<file path="config.mk">
export PLATFORM = sky130hd
export DESIGN_NAME = vm_coin_feeder
export DESIGN_NICKNAME = d
export VERILOG_FILES = /design/src/rtl/vm_coin_feeder.sv
export SDC_FILE = /design/constraint.sdc
export NUM_CORES = 1
export LEC_CHECK = 0
export BUFFER_PORTS_ARGS = -buffer_cell sky130_fd_sc_hd__buf_4
export CAP_MARGIN = 25
export CORE_MARGIN = 8
export CORE_UTILIZATION = 34
export DETAILED_ROUTE_END_ITERATION = 8
export GPL_TIMING_DRIVEN = 0
export MAX_ROUTING_LAYER = met4
export PLACE_DENSITY = 0.59
export SLEW_MARGIN = 10
export SYNTH_ARGS = -nofsm -noshare
export SYNTH_HDL_FRONTEND = slang
export SYNTH_SLANG_ARGS = --single-unit
</file>
<file path="constraint.sdc">
create_clock -name clk -period 2.4 [get_ports clk]
set_input_delay 0.24 -clock clk [delete_from_list [all_inputs] [get_ports clk]]
set_output_delay 0.24 -clock clk [all_outputs]
set_load 0.02 [all_outputs]
</file>
<file path="src/rtl/vm_coin_feeder.sv">
`default_nettype none
// ============================================================================
// Module   : vm_coin_feeder
// Purpose  : Turns a payment request (in 5-cent units) into one-cycle
//            nickel (a) / dime (b) pulses for the two-coin vending
//            controller. The controller's same-cycle {y,z} answer is checked
//            against a local shadow of its credit state. y and z events are
//            also counted.
// Ports    : clk, rst_n            - clock, async active-low reset
//            start, amount,        - request handshake (sampled in IDLE)
//            prefer_dime
//            clr_cnt               - sync clear of counters and err
//            y, z                  - controller responses (checked in ISSUE)
//            a, b                  - nickel / dime pulses
//            busy, done            - activity flag, end-of-request pulse
//            err                   - sticky response mismatch
//            prod_cnt, change_cnt  - y / z event counters (wrap)
// Revision : 1.0 - initial release
// ============================================================================
module vm_coin_feeder #(
    parameter int AMT_W   = 4,
    parameter int GAP_CYC = 2,
    parameter int CNT_W   = 8
) (
    input  logic             clk,
    input  logic             rst_n,
    input  logic             start,
    input  logic [AMT_W-1:0] amount,
    input  logic             prefer_dime,
    input  logic             clr_cnt,
    input  logic             y,
    input  logic             z,
    output logic             a,
    output logic             b,
    output logic             busy,
    output logic             done,
    output logic             err,
    output logic [CNT_W-1:0] prod_cnt,
    output logic [CNT_W-1:0] change_cnt
);

    typedef enum logic [1:0] {
        S_IDLE  = 2'd0,
        S_ISSUE = 2'd1,
        S_GAP   = 2'd2,
        S_DONE  = 2'd3
    } state_t;

    localparam logic [AMT_W-1:0] c_one      = AMT_W'(1);
    localparam logic [AMT_W-1:0] c_two      = AMT_W'(2);
    localparam logic [3:0]       c_gap_last = 4'(GAP_CYC - 1);

    state_t             state_q,      state_d;
    logic [AMT_W-1:0]   remaining_q,  remaining_d;
    logic               pref_dime_q,  pref_dime_d;
    logic [3:0]         gap_cnt_q,    gap_cnt_d;
    logic               shadow_q,     shadow_d;
    logic               err_q,        err_d;
    logic [CNT_W-1:0]   prod_cnt_q,   prod_cnt_d;
    logic [CNT_W-1:0]   change_cnt_q, change_cnt_d;

    logic               use_dime;
    logic [1:0]         exp_yz;
    logic               shadow_next;

    // Coin choice is a pure function of registered state, so a/b fall
    // together with the state register when reset is asserted.
    assign use_dime = pref_dime_q && (remaining_q >= c_two);

    assign a          = (state_q == S_ISSUE) && !use_dime;
    assign b          = (state_q == S_ISSUE) &&  use_dime;
    assign busy       = (state_q != S_IDLE);
    assign done       = (state_q == S_DONE);
    assign err        = err_q;
    assign prod_cnt   = prod_cnt_q;
    assign change_cnt = change_cnt_q;

    // Expected controller answer and its next credit for the coin being
    // issued. A dime on zero credit vends without change and leaves credit
    // at zero; every other case besides nickel-on-zero clears the credit.
    always_comb begin
        exp_yz      = 2'b00;
        shadow_next = 1'b0;
        case ({shadow_q, use_dime})
            2'b00:   begin exp_yz = 2'b00; shadow_next = 1'b1; end
            2'b01:   begin exp_yz = 2'b10; shadow_next = 1'b0; end
            2'b10:   begin exp_yz = 2'b10; shadow_next = 1'b0; end
            default: begin exp_yz = 2'b11; shadow_next = 1'b0; end
        endcase
    end

    always_comb begin
        state_d      = state_q;
        remaining_d  = remaining_q;
        pref_dime_d  = pref_dime_q;
        gap_cnt_d    = gap_cnt_q;
        shadow_d     = shadow_q;
        err_d        = err_q;
        prod_cnt_d   = prod_cnt_q;
        change_cnt_d = change_cnt_q;

        case (state_q)
            S_IDLE: begin
                if (start) begin
                    remaining_d = amount;
                    pref_dime_d = prefer_dime;
                    state_d     = (amount != '0) ? S_ISSUE : S_DONE;
                end
            end
            S_ISSUE: begin
                remaining_d = remaining_q - (use_dime ? c_two : c_one);
                gap_cnt_d   = 4'd0;
                state_d     = S_GAP;
                // Shadow advances even on mismatch so one bad answer does
                // not cascade into errors on every following coin.
                shadow_d    = shadow_next;
                if ({y, z} != exp_yz) begin
                    err_d = 1'b1;
                end
                if (y) begin
                    prod_cnt_d = prod_cnt_q + 1'b1;
                end
                if (z) begin
                    change_cnt_d = change_cnt_q + 1'b1;
                end
            end
            S_GAP: begin
                if (gap_cnt_q == c_gap_last) begin
                    state_d = (remaining_q != '0) ? S_ISSUE : S_DONE;
                end else begin
                    gap_cnt_d = gap_cnt_q + 4'd1;
                end
            end
            default: begin
                state_d = S_IDLE;
            end
        endcase

        // Clear wins over any same-cycle increment or error set.
        if (clr_cnt) begin
            prod_cnt_d   = '0;
            change_cnt_d = '0;
            err_d        = 1'b0;
        end
    end

    always_ff @(posedge clk or negedge rst_n) begin
        if (!rst_n) begin
            state_q      <= S_IDLE;
            remaining_q  <= '0;
            pref_dime_q  <= 1'b0;
            gap_cnt_q    <= 4'd0;
            shadow_q     <= 1'b0;
            err_q        <= 1'b0;
            prod_cnt_q   <= '0;
            change_cnt_q <= '0;
        end else begin
            state_q      <= state_d;
            remaining_q  <= remaining_d;
            pref_dime_q  <= pref_dime_d;
            gap_cnt_q    <= gap_cnt_d;
            shadow_q     <= shadow_d;
            err_q        <= err_d;
            prod_cnt_q   <= prod_cnt_d;
            change_cnt_q <= change_cnt_d;
        end
    end

endmodule
`default_nettype wire

</file>
==> flow_metrics.py <==
metrics = {
    "timing": {
        "fmax_mhz": 517,
        "hold_violations": 0,
        "finalSetupViolCount": 0,
        "worst_pin_slew_ns": 0.489,
        "slew_headroom_pct": 67.2,
        "fin_setup_tns_ns": 0,
        "finalMaxSlewViolations": 0,
        "period_minus_slack_ns": 1.93,
        "rsz0062_at_grt": "false",
        "timing.final.crit_share_pct": 80.6,
        "fin_skew_ns": 0.00552,
        "finalWorstSetupSlack_ns": 0.466,
    },
    "placement": {
        "port_buffers": 30,
        "place_ws_ns": 0.464,
        "routabilityCongestion": 0.798,
        "hpwl_um": 2630,
        "placed_cells": 253,
        "post_dp_cell_area_mm2": 0.00193,
    },
    "critical_path": {
        "arrival_ns": 2.09,
        "worst-r2r-setup-slack_ns": 0.47,
        "rr_startpoint": "remaining_q[1]",
        "end_kind": "flip-flop",
        "r2r-end": "remaining_q[3]",
        "slowest_delay_ns": 0.46,
        "critPathMaxFanout": 7,
        "crit_type": "reg2reg",
        "worstPathRequired_ns": 2.56,
        "worstSetupEndpoint": "remaining_q[3]",
        "slowest_stage": "dfrtp_1",
        "critPathLaunchType": "flip-flop",
        "path_cells": "o31ai_4 > ha_1 > inv_1 > a211oi_1 > mux2i_1 > a21oi_1",
        "reg2regPathDepth": 6,
        "crit_start": "remaining_q[1]",
    },
    "clock_tree": {
        "path_clk_slew_ns": 0.07,
        "cts_tree": "done",
        "cts_sinks": 29,
        "ctsHtreeMaxLevel": 2,
        "ctsResizeCount": 0,
        "clock_latency_ns": 0.29,
        "cts_buffers": 5,
        "clock_path_buffers": 2,
        "cts_root_buf": "clkbuf_8",
    },
    "logic_synthesis": {
        "avgSynthCellArea_um2": 9.71,
        "ys_types": 40,
        "synth_commonest_cells": "dfrtp_1, nor2_1, nand2_1, inv_1, a21oi_1",
        "ys_top_cells_by_area": "dfrtp_1, nor2_1, ha_1, xnor2_1, nand2_1",
        "yosys.area_share.simple_pct": 22.2,
        "syn_area_mm2": 0.00164,
        "yosysTopAreaCellShare_pct": 44.2,
        "synth_nets": 187,
        "synth_top_flop_cell": "dfrtp_1",
        "synth-seq-area-share_pct": 44.2,
        "synth_top_family_by_area": "simple AND/OR/NAND/NOR gates",
        "ys_ff_latch": 29,
        "yosys.area.top_type": "dfrtp_1",
        "ys_warn_count": 0,
        "synth_compound_area_share_pct": 13.6,
        "synthArstFlopShare_pct": 100,
        "synth-edff-count": 0,
        "synth_xor_area_share_pct": 5.87,
        "synthMuxAreaShare_pct": 3.89,
        "synth_most_common_cell": "dfrtp_1",
        "synth_fa_ha_area_share_pct": 5.80,
        "synth_cells": 169,
    },
    "layout": {
        "final_area_mm2": 0.00208,
        "drive_above_1_share_pct": 24.0,
        "syn2layout_area_growth_pct": 26.6,
        "num-fill-cells": 476,
        "n_antenna_cell": 0,
        "stdcell_count": 262,
        "regArea_um2": 726,
        "multi_input_area_um2": 842,
        "fin_nets": 225,
    },
    "drt": {
        "via_count": 1322,
        "drc": 0,
        "viasPerCell": 5.05,
        "detail-route-antenna-nets": 0,
        "wl_per_cell_um": 13.4,
        "dr.pass1.iters": 4,
        "totalWireLength_um": 3520,
        "first_iter_violations": 46,
    },
    "floorplanning": {
        "die_h_um": 85.5,
        "core_area_mm2": 0.00469,
        "start_util_pct": 35.0,
        "rows": 25,
        "dieArea_mm2": 0.00730,
        "die_x_um": 85.5,
        "ioPinCount": 32,
    },
    "global_route": {
        "grt_overflow_total": 0,
        "track_usage_pct": 11.0,
        "grt_antenna_before_repair": 0,
        "grt_max_degree": 30,
        "grt_pass1_vias": 1339,
        "grt_pass1_wl_um": 6270,
    },
    "run": {
        "drv_cap": 0,
    },
    "min_path": {
        "hold_class": "in2reg",
    },
    "outcome": {
        "status": "finished, final reports clean",
    },
    "pwr": {
        "vdd_drop_max_mv": 0.564,
        "p_leak_nw": 0.945,
        "p_per_area_mw_per_mm2": 1040,
    },
}
==> logic make-up after synthesis <==
kind of cell | Yosys count
and+or+nand+nor | 68
AOI/OAI and AO/OA | 31
DFF | 29
buffers and inverters | 17
xor gates and xnor gates | 11
adders and majority gates | 7
muxes | 6
==> critical path: cells and delay by family, from the launching register on <==
kind	cells	cell delay, ns
mux	1	0.22
compound gates	3	0.81
buf+inv	1	0.05
flops	1	0.46
fa+ha+maj	1	0.27
==> registers in the layout (all words and copies together) (netlist names) <==
register and flops:
shadow_q 1, pref_dime_q 1, prod_cnt 8, change_cnt 8
state_q 2, gap_cnt_q 4, err 1, remaining_q 4
==> power breakdown <==
group | switching (W) | internal, W
Combinational | 0.000455 | 0.000365
Clock | 0.000203 | 0.000412
Sequential | 0.000128 | 0.000592
==> final cells by class <==
cell class	instances	area share, %
Clock inverter	3	3.13
Clock buffer	5	3.31
Timing Repair Buffer	31	11.3
Sequential cell	29	34.9
Multi-Input combinational cell	123	40.5
Buffer	6	1.51
Inverter	11	1.99
Tap cell	54	3.25
==> cell usage in the layout (no fill, tap or decap), types with 5 or more instances in the layout <==
master    instances
nand2_1          14
o21ai_0           6
xnor2_1           7
clkbuf_8          5
nand3_1           7
dfrtp_1          29
inv_1            11
nor3_1            5
buf_4            30
nor2_1           21
ha_1              6
a21oi_1           9
==> how the worst min path moves through the flow <==
stage / startpoint / end / slack [ns] / cells past startpoint
final: prefer_dime / pref_dime_q / 0.18 / 2
after global routing: prefer_dime / pref_dime_q / 0.17 / 2
after CTS: prefer_dime / pref_dime_q / 0.17 / 2
after detailed placement: rst_n / change_cnt[3] / 0.19 / 1
after global placement: rst_n / change_cnt[3] / 0.19 / 1
after floorplan: rst_n / change_cnt[0] / -0.06 / 0
==> repair_timing <==
item,4_1_cts,5_1_grt
hold endpoints to repair,29,0
hold buffers,1,0
setup buffers,0,0
==> stage by stage <==
stage / util, % / hold WS, ns / power [W]
6_report: 44.3 / 0.181 / 0.00215
5_1_grt: 44.3 / 0.168 / 0.00232
4_1_cts: 44.3 / 0.175 / 0.00218
3_5_place_dp: 41.2 / 0.192 / 0.00156
3_3_place_gp: 41.2 / 0.191 / 0.00155
2_1_floorplan: - / -0.0556 / 0.00131
==> metal layers <==
| metal | routed length, um | global-route usage [%] | vias to the layer above |
|---|---|---|---|
| met1 | 1730 | 13.4 | 613 |
| met2 | 1510 | 15.7 | 34 |
| met4 | 38 | 3.82 | 0 |
| met3 | 249 | 4.83 | 7 |
| li1 | - | - | 668 |
| met5 | 0 | - | - |
Power figures use the tool's default switching activity.
